--- src/rtl/adc_spi_sampler_if.sv ---
// adc_spi_sampler_if: ADC-side serial lines plus the packed result/strobe toward the demodulator
interface adc_spi_sampler_if #(
  parameter int N_CH = 2,
  parameter int DATA_W = 16
);
  logic CONVST;
  logic SCLK;
  logic [N_CH-1:0] SDO;
  logic [N_CH*DATA_W-1:0] data;
  logic newdata;
  modport master (output CONVST, SCLK, data, newdata, input SDO);
  modport slave (input CONVST, SCLK, data, newdata, output SDO);
endinterface

--- src/rtl/adc_spi_sampler.sv ---
// adc_spi_sampler: multi-channel serial ADC host with continuous frames and power-of-two averaging
module adc_spi_sampler #(
  parameter int DATA_W = 16,
  parameter int N_CH = 2,
  parameter int SCLK_DIV = 1,
  parameter int T_CONV = 36,
  parameter int T_QUIET = 4,
  parameter int OSR_LOG2 = 0,
  parameter int SIGNED = 0
) (
  input logic clk,
  input logic rst,
  input logic enable,
  adc_spi_sampler_if.master bus
);
  localparam int AW = DATA_W + OSR_LOG2;
  localparam int FW = OSR_LOG2 > 0 ? OSR_LOG2 : 1;
  localparam int CW = $clog2(T_CONV + SCLK_DIV + T_QUIET + 1);
  localparam int BW = $clog2(DATA_W + 1);
  localparam bit SGN = SIGNED != 0;
  localparam logic [DATA_W-1:0] FLIP = SGN ? {1'b1, {(DATA_W-1){1'b0}}} : '0;
  typedef enum logic [1:0] {IDLE, CONV, SHIFT, QUIET} state_t;
  state_t state;
  logic [CW-1:0] cnt;
  logic [BW-1:0] bits;
  logic [FW-1:0] frame;
  logic last;
  logic [N_CH-1:0][DATA_W-1:0] sr, avg;
  logic [N_CH-1:0][AW-1:0] acc, sum;
  always_comb begin
    for (int i = 0; i < N_CH; i++) begin
      sum[i] = (frame == '0 ? '0 : acc[i]) + (SGN ? AW'($signed(sr[i] ^ FLIP)) : AW'(sr[i]));
      avg[i] = SGN ? DATA_W'($signed(sum[i]) >>> OSR_LOG2) : DATA_W'(sum[i] >> OSR_LOG2);
    end
  end
  always_ff @(posedge clk or posedge rst)
    if (rst) begin
      state <= IDLE;
      cnt <= '0;
      bits <= '0;
      frame <= '0;
      last <= 1'b0;
      sr <= '0;
      acc <= '0;
      bus.CONVST <= 1'b0;
      bus.SCLK <= 1'b0;
      bus.data <= '0;
      bus.newdata <= 1'b0;
    end else if (!enable) begin
      state <= IDLE;
      cnt <= '0;
      bits <= '0;
      frame <= '0;
      last <= 1'b0;
      acc <= '0;
      bus.CONVST <= 1'b0;
      bus.SCLK <= 1'b0;
      bus.newdata <= 1'b0;
    end else begin
      bus.newdata <= 1'b0;
      // the word completed on the previous edge is folded into the running group here
      if (last) begin
        last <= 1'b0;
        if (frame == FW'(2 ** OSR_LOG2 - 1)) begin
          bus.data <= avg;
          bus.newdata <= 1'b1;
          frame <= '0;
        end else begin
          acc <= sum;
          frame <= frame + 1'b1;
        end
      end
      case (state)
        IDLE: begin
          state <= CONV;
          bus.CONVST <= 1'b1;
          cnt <= '0;
        end
        CONV:
          if (cnt == CW'(T_CONV - 1)) begin
            state <= SHIFT;
            bus.CONVST <= 1'b0;
            bus.SCLK <= 1'b1;
            cnt <= '0;
            bits <= '0;
          end else cnt <= cnt + 1'b1;
        SHIFT:
          if (cnt != CW'(SCLK_DIV - 1)) cnt <= cnt + 1'b1;
          else begin
            cnt <= '0;
            if (bus.SCLK) begin
              bus.SCLK <= 1'b0;
              for (int i = 0; i < N_CH; i++) sr[i] <= {sr[i][DATA_W-2:0], bus.SDO[i]};
              bits <= bits + 1'b1;
              last <= bits == BW'(DATA_W - 1);
            end else if (bits == BW'(DATA_W)) state <= QUIET;
            else bus.SCLK <= 1'b1;
          end
        QUIET:
          if (cnt == CW'(T_QUIET - 1)) begin
            state <= CONV;
            bus.CONVST <= 1'b1;
            cnt <= '0;
          end else cnt <= cnt + 1'b1;
        default: state <= IDLE;
      endcase
    end
endmodule

--- src/flat_wrapper.sv ---
// flat-port wrapper written by rule: the top's interface ports become plain ports
module adc_spi_sampler_flat 
#(
  parameter int DATA_W = 16,
  parameter int N_CH = 2,
  parameter int SCLK_DIV = 1,
  parameter int T_CONV = 36,
  parameter int T_QUIET = 4,
  parameter int OSR_LOG2 = 0,
  parameter int SIGNED = 0
)
  (clk, rst, enable, bus_CONVST, bus_SCLK, bus_data, bus_newdata, bus_SDO);
  adc_spi_sampler_if #(.N_CH(N_CH), .DATA_W(DATA_W)) bus_i ();
  input logic clk;
  input logic rst;
  input logic enable;
  output wire logic [$bits(bus_i.CONVST)-1:0] bus_CONVST;
  output wire logic [$bits(bus_i.SCLK)-1:0] bus_SCLK;
  output wire logic [$bits(bus_i.data)-1:0] bus_data;
  output wire logic [$bits(bus_i.newdata)-1:0] bus_newdata;
  input wire logic [$bits(bus_i.SDO)-1:0] bus_SDO;
  assign bus_CONVST = bus_i.CONVST;
  assign bus_SCLK = bus_i.SCLK;
  assign bus_data = bus_i.data;
  assign bus_newdata = bus_i.newdata;
  assign bus_i.SDO = bus_SDO;
  adc_spi_sampler #(.DATA_W(DATA_W), .N_CH(N_CH), .SCLK_DIV(SCLK_DIV), .T_CONV(T_CONV), .T_QUIET(T_QUIET), .OSR_LOG2(OSR_LOG2), .SIGNED(SIGNED)) u_core (.clk(clk), .rst(rst), .enable(enable), .bus(bus_i));
endmodule
--- config.mk ---
export PLATFORM = sky130hd
export DESIGN_NAME = adc_spi_sampler_flat
export DESIGN_NICKNAME = d
export VERILOG_FILES = /design/src/rtl/adc_spi_sampler_if.sv /design/src/rtl/adc_spi_sampler.sv /design/src/flat_wrapper.sv
export SDC_FILE = /design/constraint.sdc
export NUM_CORES = 1
export LEC_CHECK = 0
export BUFFER_PORTS_ARGS = -buffer_cell sky130_fd_sc_hd__clkbuf_2
export CORE_MARGIN = 1
export CORE_UTILIZATION = 35
export DETAILED_ROUTE_END_ITERATION = 10
export GPL_TIMING_DRIVEN = 0
export PLACE_DENSITY = 0.57
export SLEW_MARGIN = 25
export SYNTH_ARGS = -nofsm -noshare
export SYNTH_HDL_FRONTEND = slang
export SYNTH_SLANG_ARGS = --single-unit
--- constraint.sdc ---
create_clock -name clk -period 2.8 [get_ports clk]
set_input_delay 0.42 -clock clk [delete_from_list [all_inputs] [get_ports clk]]
set_output_delay 0.42 -clock clk [all_outputs]
set_load 0.005 [all_outputs]
==> impl_metrics.toml, run 1 <==
[clocking]
insertion_delay_ns = 0.34
root_buffer = "clkbuf_8"
cts-htree-levels = 3
cts_buffers = 9
cts_tree = "yes"
hold_buffers = 0
cts_buffer_depth = 2
cts.sinks = 81
postCtsSetupRepairBufs = 0
ctsResizeCount = 0
clkTransAtPathRegs_ns = 0.08

[yosys]
ys.warnings.count = 0
ys.flop_type = "dfrtp_1"
syn_avg_cell_area_um2 = 13.89
synth_top_family_by_area = "multiplexers"
synth_xor_area_share_pct = 1.266
synthArstFlopShare_pct = 100.0
synthAdderAreaFrac_pct = 3.978
synth_top_area_cell = "dfrtp_1"
synth.distinct_cells = 40
yosysMostFrequentCell = "dfrtp_1"
synth_compound_area_share_pct = 3.978
netlist_area_mm2 = 0.003460
synth_commonest_cells = "dfrtp_1 (81), mux2_2 (63), inv_1 (13), ha_1 (11), nand2_1 (8)"
synth.top_cell.area_share_pct = 58.59
yosys.area_share.simple_pct = 7.740
synthesis.nets = 265
seq_area_frac_synth_pct = 58.59
synth_area_leaders = "dfrtp_1 (59%), mux2_2 (21%), ha_1 (4.0%)"
ys_ff_latch = 81
synth_mux_area_share_pct = 21.41
synth-edff-count = 0
syn-instance-count = 249

[critical_path]
reg2reg_to = "u_core.sr[3]"
critPathMaxStageDelay_ns = 0.44
required_ns = 3.03
start_kind = "flip-flop"
r2r_setup_slack_ns = 0.50
path_buf_inv = 3
critPathSlowestCell = "dfrtp_1"
cp_max_fo = 10
crit_path_end_kind = "flip-flop"
crit_family = "buffers and inverters"
path_cells = "inv_1, ha_1, clkbuf_1, nand2_1, nor4_4, buf_6, mux2_2"
arrival_ns = 2.53
path_class = "reg2reg"
r2r_start = "u_core.state[0]"
reg2regPathDepth = 7

[layout]
final_cell_area_mm2 = 0.004051
final_core_util_pct = 43.03
antenna_cells = 0
area_growth_pct = 17.11
final_nets = 315
fillCellCount = 899
drive_gt1_share_pct = 41.12

[worst_hold_path]
hold_path.class = "in2async"

[run_status]
status = "finished, final reports clean"

[job]
max_cap_viol_count = 0

[pwr]
p_comb_share_pct = 14.6
pwr_density_cell_mw_per_mm2 = 642.7
leakagePower_nw = 2.058
seq_power_share_pct = 49.7
p_sw_share_pct = 26.96
p_clk_share_pct = 35.6
internal-power_w = 0.001902
power.switching_w = 0.0007022
max-vdd-ir-drop_mv = 0.3476

[routing]
drt_iter0_markers = 75
wl_per_cell_um = 13.56
ant_nets = 0
viasPerCell = 4.707
firstDrtPassIters = 4
drt-total-wl_mm = 5.871
post-route-drc-count = 0
route.vias.total = 2038

[floorplan]
die_w_um = 101.4
start_util_pct = 36.74
die_h_um = 101.4
core-area_mm2 = 0.009415
fp-row-count = 35
pin_count = 40
die-area_mm2 = 0.01029

[sta]
fmax_mhz = 434.7
hold_violations = 0
period_share_pct = 82.16
min_period_ns = 2.301
worst_slack_ns = 0.4995
final-setup-viol-count = 0
clock-skew-final_ns = 0.008784
drv_slew = 0
rsz0062_at_grt = "false"
maxSlewHeadroom_pct = 61.68
worst_pin_slew_ns = 0.5748

[place]
dpl-instance-area_mm2 = 0.003834
pre_cts_ws_ns = 0.5009
io_buffer_count = 38
hpwl_mm = 4.070
place.gp.congestion = 0.7905

[global_routing]
antenna_found_initial = 0
grt_pass1_vias = 2042
gr-usage-all-layers_pct = 12.99
grt_max_degree = 46
grt_overflow = 0
grt_pass1_wl_mm = 10.18
-- worst max path at each step --
stage / start / slack [ns] / cells past startpoint / to
3_3_place_gp: rst / -0.69 / 2 / u_core.state[0]
4_1_cts: u_core.state[0] / 0.48 / 7 / u_core.sr[10]
6_report: u_core.state[0] / 0.50 / 7 / u_core.sr[3]
2_1_floorplan: rst / 0.30 / 1 / u_core.bits[0]
5_1_grt: u_core.state[0] / 0.32 / 7 / u_core.sr[1]
3_5_place_dp: u_core.state[0] / 0.50 / 7 / u_core.sr[3]
-- per-stage QoR --
step | power [W] | instances | setup TNS, ns | hold slack (ns)
floorplan | 0.001596 | 249 | 0 | 0.4529
global placement | 0.001689 | 416 | -55.45 | 0.4748
detailed placement | 0.001706 | 417 | 0 | 0.4831
CTS | 0.002651 | 433 | 0 | 0.1239
global route | 0.002758 | 433 | 0 | 0.1488
finish | 0.002604 | 433 | 0 | 0.1156
-- power by group through the flow --
stage	clock network, W	logic, W	registers, W
5_1_grt	0.00101	0.000437	0.00131
4_1_cts	0.000966	0.000389	0.00130
3_5_place_dp	0	0.000386	0.00132
3_3_place_gp	0	0.000374	0.00132
6_report	0.000928	0.000381	0.00130
2_1_floorplan	0	0.000295	0.00130
-- routing by layer --
metal	GRT usage, %	up-vias	share of wire (%)
met5	0	-	0
met1	16.86	1022	48
met3	4.210	4	2.8
met2	20.41	29	48
met4	4.682	0	0.97
li1	-	983	-
-- placed cells by master, fill, tap and decap left out, types with 2 or more instances in the layout --
master,instances
dfrtp_1,81
mux2_2,63
clkbuf_2,38
inv_1,12
ha_1,11
clkbuf_8,9
nand2_1,8
nand3_1,7
nor2_1,7
o21ai_0,6
clkbuf_1,4
nor3_1,4
buf_1,3
buf_6,3
xor2_1,3
nand2b_1,2
a31oi_1,2
or4b_1,2
nand3b_1,2
mux2i_1,2
nor2b_1,2
nand4_1,2
and3_1,2
a21oi_1,2
xnor2_1,2
bufinv_16,2
-- flip-flops by register name (all words and copies together), names as in the netlist --
| register | count |
|---|---|
| u_core.bits | 5 |
| u_core.bus.CONVST | 1 |
| u_core.bus.SCLK | 1 |
| u_core.bus.data | 32 |
| u_core.bus.newdata | 1 |
| u_core.cnt | 6 |
| u_core.last | 1 |
| u_core.sr | 32 |
| u_core.state | 2 |
-- final cells by class --
| type | count | area (um2) | share of cell area (%) |
|---|---|---|---|
| inverters | 13 | 51.30 | 1.266 |
| plain buffers | 9 | 56.30 | 1.390 |
| clock buffers | 10 | 127.6 | 3.150 |
| multi-input cells | 146 | 1328 | 32.77 |
| clock inverters | 6 | 90.09 | 2.224 |
| flip-flops and latches | 81 | 2027 | 50.03 |
| repair buffers | 39 | 210.2 | 5.188 |
| well taps | 129 | 161.4 | 3.984 |
-- worst reg2reg max path: stages, from the launching register on --
cell,delay (ns)
dfrtp_1,0.44
inv_1,0.13
ha_1,0.15
clkbuf_1,0.32
nand2_1,0.19
nor4_4,0.39
buf_6,0.22
mux2_2,0.35
-- kinds of logic after synthesis --
kind of cell / count (synthesis)
adder cells (fa/ha/maj): 11
AO/OA/AOI/OAI: 19
buffers and inverters: 22
multiplexers: 66
flip-flops: 81
XOR/XNOR: 5
AND/OR/NAND/NOR: 45
Power figures use the tool's default switching activity.
==> run 2, diff against run 1 <==
Settings changed: ABC_AREA from default to 1, PLACE_DENSITY 0.57 to 0.59.
Clock period 2.8 ns to 2.1 ns, I/O delays scaled along.
==> impl_metrics.toml, run 2 <==
[pwr]
p_comb_share_pct = 23.8
p_clk_share_pct = 29.8
p_sw_share_pct = 31.28
internal-power_w = 0.003149
pwr_density_cell_mw_per_mm2 = 1070
seq_power_share_pct = 46.5
leakagePower_nw = 2.217
power.switching_w = 0.001433
max-vdd-ir-drop_mv = 0.4807
power_w = 0.004583

[yosys]
synth_area_leaders = "dfrtp_1 (56%), nand2_1 (11%), o21ai_2 (6.7%)"
synthArstFlopShare_pct = 100.0
synth_commonest_cells = "nand2_1 (110), dfrtp_1 (81), inv_1 (60), o21ai_0 (36), o21ai_2 (28)"
ys.warnings.count = 0
syn_avg_cell_area_um2 = 9.261
syn-instance-count = 393
synth-edff-count = 0
ys_ff_latch = 81
netlist_area_mm2 = 0.003640
synthesis.nets = 409
synth_top_area_cell = "dfrtp_1"
synth.top_cell.area_share_pct = 55.69
yosysMostFrequentCell = "nand2_1"
ys.flop_type = "dfrtp_1"
synth.distinct_cells = 28
seq_area_frac_synth_pct = 55.69

[clocking]
root_buffer = "clkbuf_8"
cts_buffer_depth = 2
cts_buffers = 9
cts-htree-levels = 3
clkTransAtPathRegs_ns = 0.09
hold_buffers = 0
postCtsSetupRepairBufs = 0
ctsResizeCount = 0
cts_tree = "yes"
insertion_delay_ns = 0.35
cts.sinks = 81

[layout]
fillCellCount = 988
antenna_cells = 0
layout_common_cells = "nand2_1 (110), dfrtp_1 (81), inv_1 (59)"
area.sequential_mm2 = 0.002027
final_nets = 461
stdcell_count = 582
largestRegisters = "u_core.bus.data: 32 flops, u_core.sr: 32 flops, u_core.cnt: 6 flops"
drive_gt1_share_pct = 23.83
layout_commonest_cell = "nand2_1"
final_core_util_pct = 43.23
area_growth_pct = 17.70
multiInputGateArea_mm2 = 0.001282

[floorplan]
pin_count = 40
core-area_mm2 = 0.009910
die_w_um = 104.0
start_util_pct = 36.73
die-area_mm2 = 0.01081
fp-row-count = 36
die_h_um = 104.0

[routing]
route.vias.total = 2591
drt-total-wl_mm = 6.772
wl_met2_mm = 3.288
wl_met1_mm = 3.199
firstDrtPassIters = 4
post-route-drc-count = 0
top_layer = "met4"
viasPerCell = 4.452
wl_per_cell_um = 11.64
drt_iter0_markers = 98
dr_wl_met3_um = 221
ant_nets = 0

[critical_path]
crit_path_end_kind = "flip-flop"
r2r_setup_slack_ns = 0.33
cp_max_fo = 10
arrival_ns = 2.00
reg2reg_to = "u_core.sr[18]"
start_kind = "flip-flop"
path_class = "reg2reg"
reg2regPathDepth = 8
required_ns = 2.33
r2r_start = "u_core.state[0]"

[place]
io_buffer_count = 39
dp_cells = 567
hpwl_mm = 4.896
pre_cts_ws_ns = 0.3525
place.gp.congestion = 0.7209

[sta]
rsz0062_at_grt = "false"
worst_pin_slew_ns = 0.6336
hold_violations = 0
final.setup.tns_ns = 0
min_period_ns = 1.772
maxSlewHeadroom_pct = 57.67
period_share_pct = 84.37
final-setup-viol-count = 0
clock-skew-final_ns = 0.01393
drv_slew = 0
fmax_mhz = 564.4
worst_slack_ns = 0.3283

[global_routing]
grt_pass1_vias = 2584
grt_max_degree = 32
grt_overflow = 0
antenna_found_initial = 0
gr-usage-all-layers_pct = 14.01
grt_pass1_wl_mm = 12.22

[worst_hold_path]
hold_path.class = "in2async"

[job]
max_cap_viol_count = 0

[run_status]
status = "finished, final reports clean"
[run 2: cell types whose count changed after synthesis, moves of 3 or more]
| cell | previous run | this run |
|---|---|---|
| inv_1 | 13 | 60 |
| buf_2 | 0 | 3 |
| buf_1 | 3 | 0 |
| nand2_1 | 8 | 110 |
| nand3_1 | 7 | 12 |
| nand2_2 | 0 | 5 |
| o21ai_0 | 6 | 36 |
| buf_6 | 3 | 6 |
| nor2_1 | 7 | 15 |
| o21ai_2 | 0 | 28 |
| mux2_2 | 63 | 0 |
[run 2: per-stage QoR]
stage                     cell area, um2  hold slack [ns]
after CTS                           4284          0.05031
after global placement              4005           0.4614
final                               4284          0.02882
after global routing                4284          0.04914
after detailed placement            4045           0.4335
after floorplan                     3643           0.4238
[run 2: kinds of logic after synthesis]
logic type	share of synthesized area, %
buffers and inverters	9.075
DFF	55.69
and+or+nand+nor	18.22
AOI/OAI and AO/OA	12.27
xor gates and xnor gates	0.9624
adders and majority gates	3.781
[run 2: worst max-delay path by stage]
stage	startpoint	endpoint
final	u_core.state[0]	u_core.sr[18]
after CTS	u_core.state[0]	u_core.sr[18]
after detailed placement	u_core.state[0]	u_core.sr[22]
after global routing	u_core.state[0]	u_core.sr[18]
after floorplan	u_core.state[0]	u_core.sr[7]
after global placement	rst	u_core.bus.data[23]
[run 2: power groups by stage]
stage	registers [W]	logic, W	clock network [W]
floorplan	0.00212	0.000889	0
global placement	0.00215	0.00107	0
detailed placement	0.00216	0.00111	0
CTS	0.00213	0.00111	0.00140
global route	0.00219	0.00127	0.00147
finish	0.00213	0.00109	0.00136
[run 2: area by class of cell]
class,count,share of cell area (%)
clock inverter,6,2.687
inverter,62,5.520
tap,133,3.884
multi-input combinational,237,29.94
buffer,13,2.278
sequential,81,47.31
timing repair buffer,41,5.491
clock buffer,9,2.891
[run 2: critical path: stages (launching register included)]
cell	delay, ns
dfrtp_1	0.44
inv_1	0.13
ha_1	0.32
nand2_2	0.09
inv_2	0.09
nand2_4	0.08
nor2_8	0.23
buf_6	0.21
o21ai_2	0.06
[run 2: metal layers]
layer  global-route usage (%)  vias up
met1                    18.00     1232
met4                    4.184        0
li1                         -     1317
met2                    22.95       35
met3                    3.947        7
met5                        0        -
==> run 3, diff against run 2 <==
Settings changed: PLACE_DENSITY 0.59 to 0.57.
Clock period 2.1 ns to 1.7 ns, I/O delays scaled along.
==> impl_metrics.toml, run 3 (same netlist as run 2, synthesis figures left out) <==
[run_status]
status = "finished, final reports clean"

[clocking]
root_buffer = "clkbuf_8"
clkTransAtPathRegs_ns = 0.09
cts_buffer_depth = 2
cts.sinks = 81
cts-htree-levels = 3
cts_tree = "yes"
cts_buffers = 9
insertion_delay_ns = 0.35

[critical_path]
required_ns = 1.94
cp_max_fo = 10
path_class = "reg2reg"
crit_path_end_kind = "flip-flop"
arrival_ns = 1.86
start_kind = "flip-flop"

[sta]
drv_slew = 0
final.setup.tns_ns = 0
rsz0062_at_grt = "false"
min_period_ns = 1.614
maxSlewHeadroom_pct = 68.34
period_share_pct = 94.92
hold_violations = 0
fmax_mhz = 619.7
worst_pin_slew_ns = 0.4749
clock-skew-final_ns = 0.009026
final-setup-viol-count = 0

[floorplan]
die_h_um = 104.0
die_w_um = 104.0
die-area_mm2 = 0.01081
core-area_mm2 = 0.009910
start_util_pct = 36.73
pin_count = 40
fp-row-count = 36

[layout]
fillCellCount = 1007
final_nets = 466
final_core_util_pct = 43.71
largestRegisters = "u_core.bus.data: 32 flops, u_core.sr: 32 flops, u_core.cnt: 6 flops"
antenna_cells = 0
layout_common_cells = "nand2_1 (109), dfrtp_1 (80), inv_1 (57)"
layout_commonest_cell = "nand2_1"
area_growth_pct = 19.01
drive_gt1_share_pct = 25.93

[routing]
wl_per_cell_um = 11.67
top_layer = "met4"
wl_met2_mm = 3.313
ant_nets = 0
post-route-drc-count = 0
route.vias.total = 2673
viasPerCell = 4.546
drt-total-wl_mm = 6.860
firstDrtPassIters = 4
drt_iter0_markers = 72
dr_wl_met3_um = 211
wl_met1_mm = 3.273

[pwr]
p_sw_share_pct = 33.96
pwr_density_cell_mw_per_mm2 = 1239
seq_power_share_pct = 49.1
max-vdd-ir-drop_mv = 0.6059
internal-power_w = 0.003544
leakagePower_nw = 2.228
p_clk_share_pct = 24.7
power.switching_w = 0.001822
p_comb_share_pct = 26.2

[place]
io_buffer_count = 39
hpwl_mm = 4.857
place.gp.congestion = 0.7872

[global_routing]
grt_overflow = 0
gr-usage-all-layers_pct = 13.79
antenna_found_initial = 0
grt_pass1_vias = 2576
grt_max_degree = 32
grt_pass1_wl_mm = 12.11

[worst_hold_path]
hold_path.class = "in2reg"

[job]
max_cap_viol_count = 0
==> run 3: changes by cell type in the layout (fill, tap and decap cells not counted), sizes merged <==
cell / before / now
clkbuf: 52 / 53
bufinv: 3 / 0
dlygate4sd3: 0 / 1
inv: 62 / 64
clkinvlp: 2 / 3
buf: 11 / 15
==> run 3: power by group through the flow <==
stage                     sequential [W]  combinational (W)  clock (W)
after global routing             0.00270            0.00162    0.00146
after floorplan                  0.00261            0.00110          0
after CTS                        0.00263            0.00139    0.00138
final                            0.00264            0.00141    0.00132
after global placement           0.00265            0.00134          0
after detailed placement         0.00267            0.00139          0
==> run 3: layout make-up <==
class / instances / area (um2) / area share [%]
multi-input combinational: 237 / 1300 / 30.01
clock inverter: 6 / 50.05 / 1.155
timing repair buffer: 46 / 315.3 / 7.279
inverter: 62 / 236.5 / 5.459
tap: 133 / 166.4 / 3.842
buffer: 13 / 97.59 / 2.253
sequential: 81 / 2028 / 46.82
clock buffer: 10 / 137.6 / 3.177
==> run 3: metal layers <==
layer / vias up / GRT usage, %
li1: 1338 / -
met1: 1289 / 17.90
met2: 39 / 22.62
met3: 7 / 4.010
met4: 0 / 3.367
met5: - / 0
==> run 3: critical path: stages, from the launching register on <==
cell	delay, ns
dfrtp_2	0.45
inv_2	0.10
ha_4	0.19
nand2_2	0.06
inv_2	0.09
nand2_4	0.08
nor2_8	0.13
buf_4	0.17
buf_6	0.17
o21ai_1	0.07
==> run 3: final timing paths <==
kind / from / end / slack (ns) / depth (start not counted)
hold reg to reg: u_core.sr[14] / u_core.sr[15] / 0.49 / 2
hold / removal: bus_SDO[0] / u_core.sr[0] / 0.11 / 3
setup / recovery: u_core.state[0] / u_core.sr[7] / 0.09 / 9
setup reg to reg: u_core.state[0] / u_core.sr[7] / 0.09 / 9
min in group asynchronous: rst / u_core.bus.data[11] / 0.39 / 3
max in group asynchronous: rst / u_core.sr[29] / 0.67 / 5
==> run 3: repair_timing <==
| action | in CTS | in global routing |
|---|---|---|
| buffers inserted | 0 | 3 |
| gates resized for setup | 1 | 8 |
| endpoints found under the setup margin | 32 | 37 |
| pin swaps | 1 | 1 |
| hold endpoints to repair | 11 | 0 |
| hold buffers | 1 | 0 |
==> run 3: stage by stage <==
step	hold slack (ns)	power, W	std cells	area, um2	worst slack [ns]
after detailed placement	0.2215	0.004053	568	4080	-0.05822
after CTS	0.09811	0.005399	585	4280	0.001468
final	0.1130	0.005367	588	4332	0.08629
after global routing	0.1057	0.005780	588	4332	0.002256
after floorplan	0.3638	0.003711	393	3643	0.1744
after global placement	0.4619	0.003990	565	4005	-0.08358
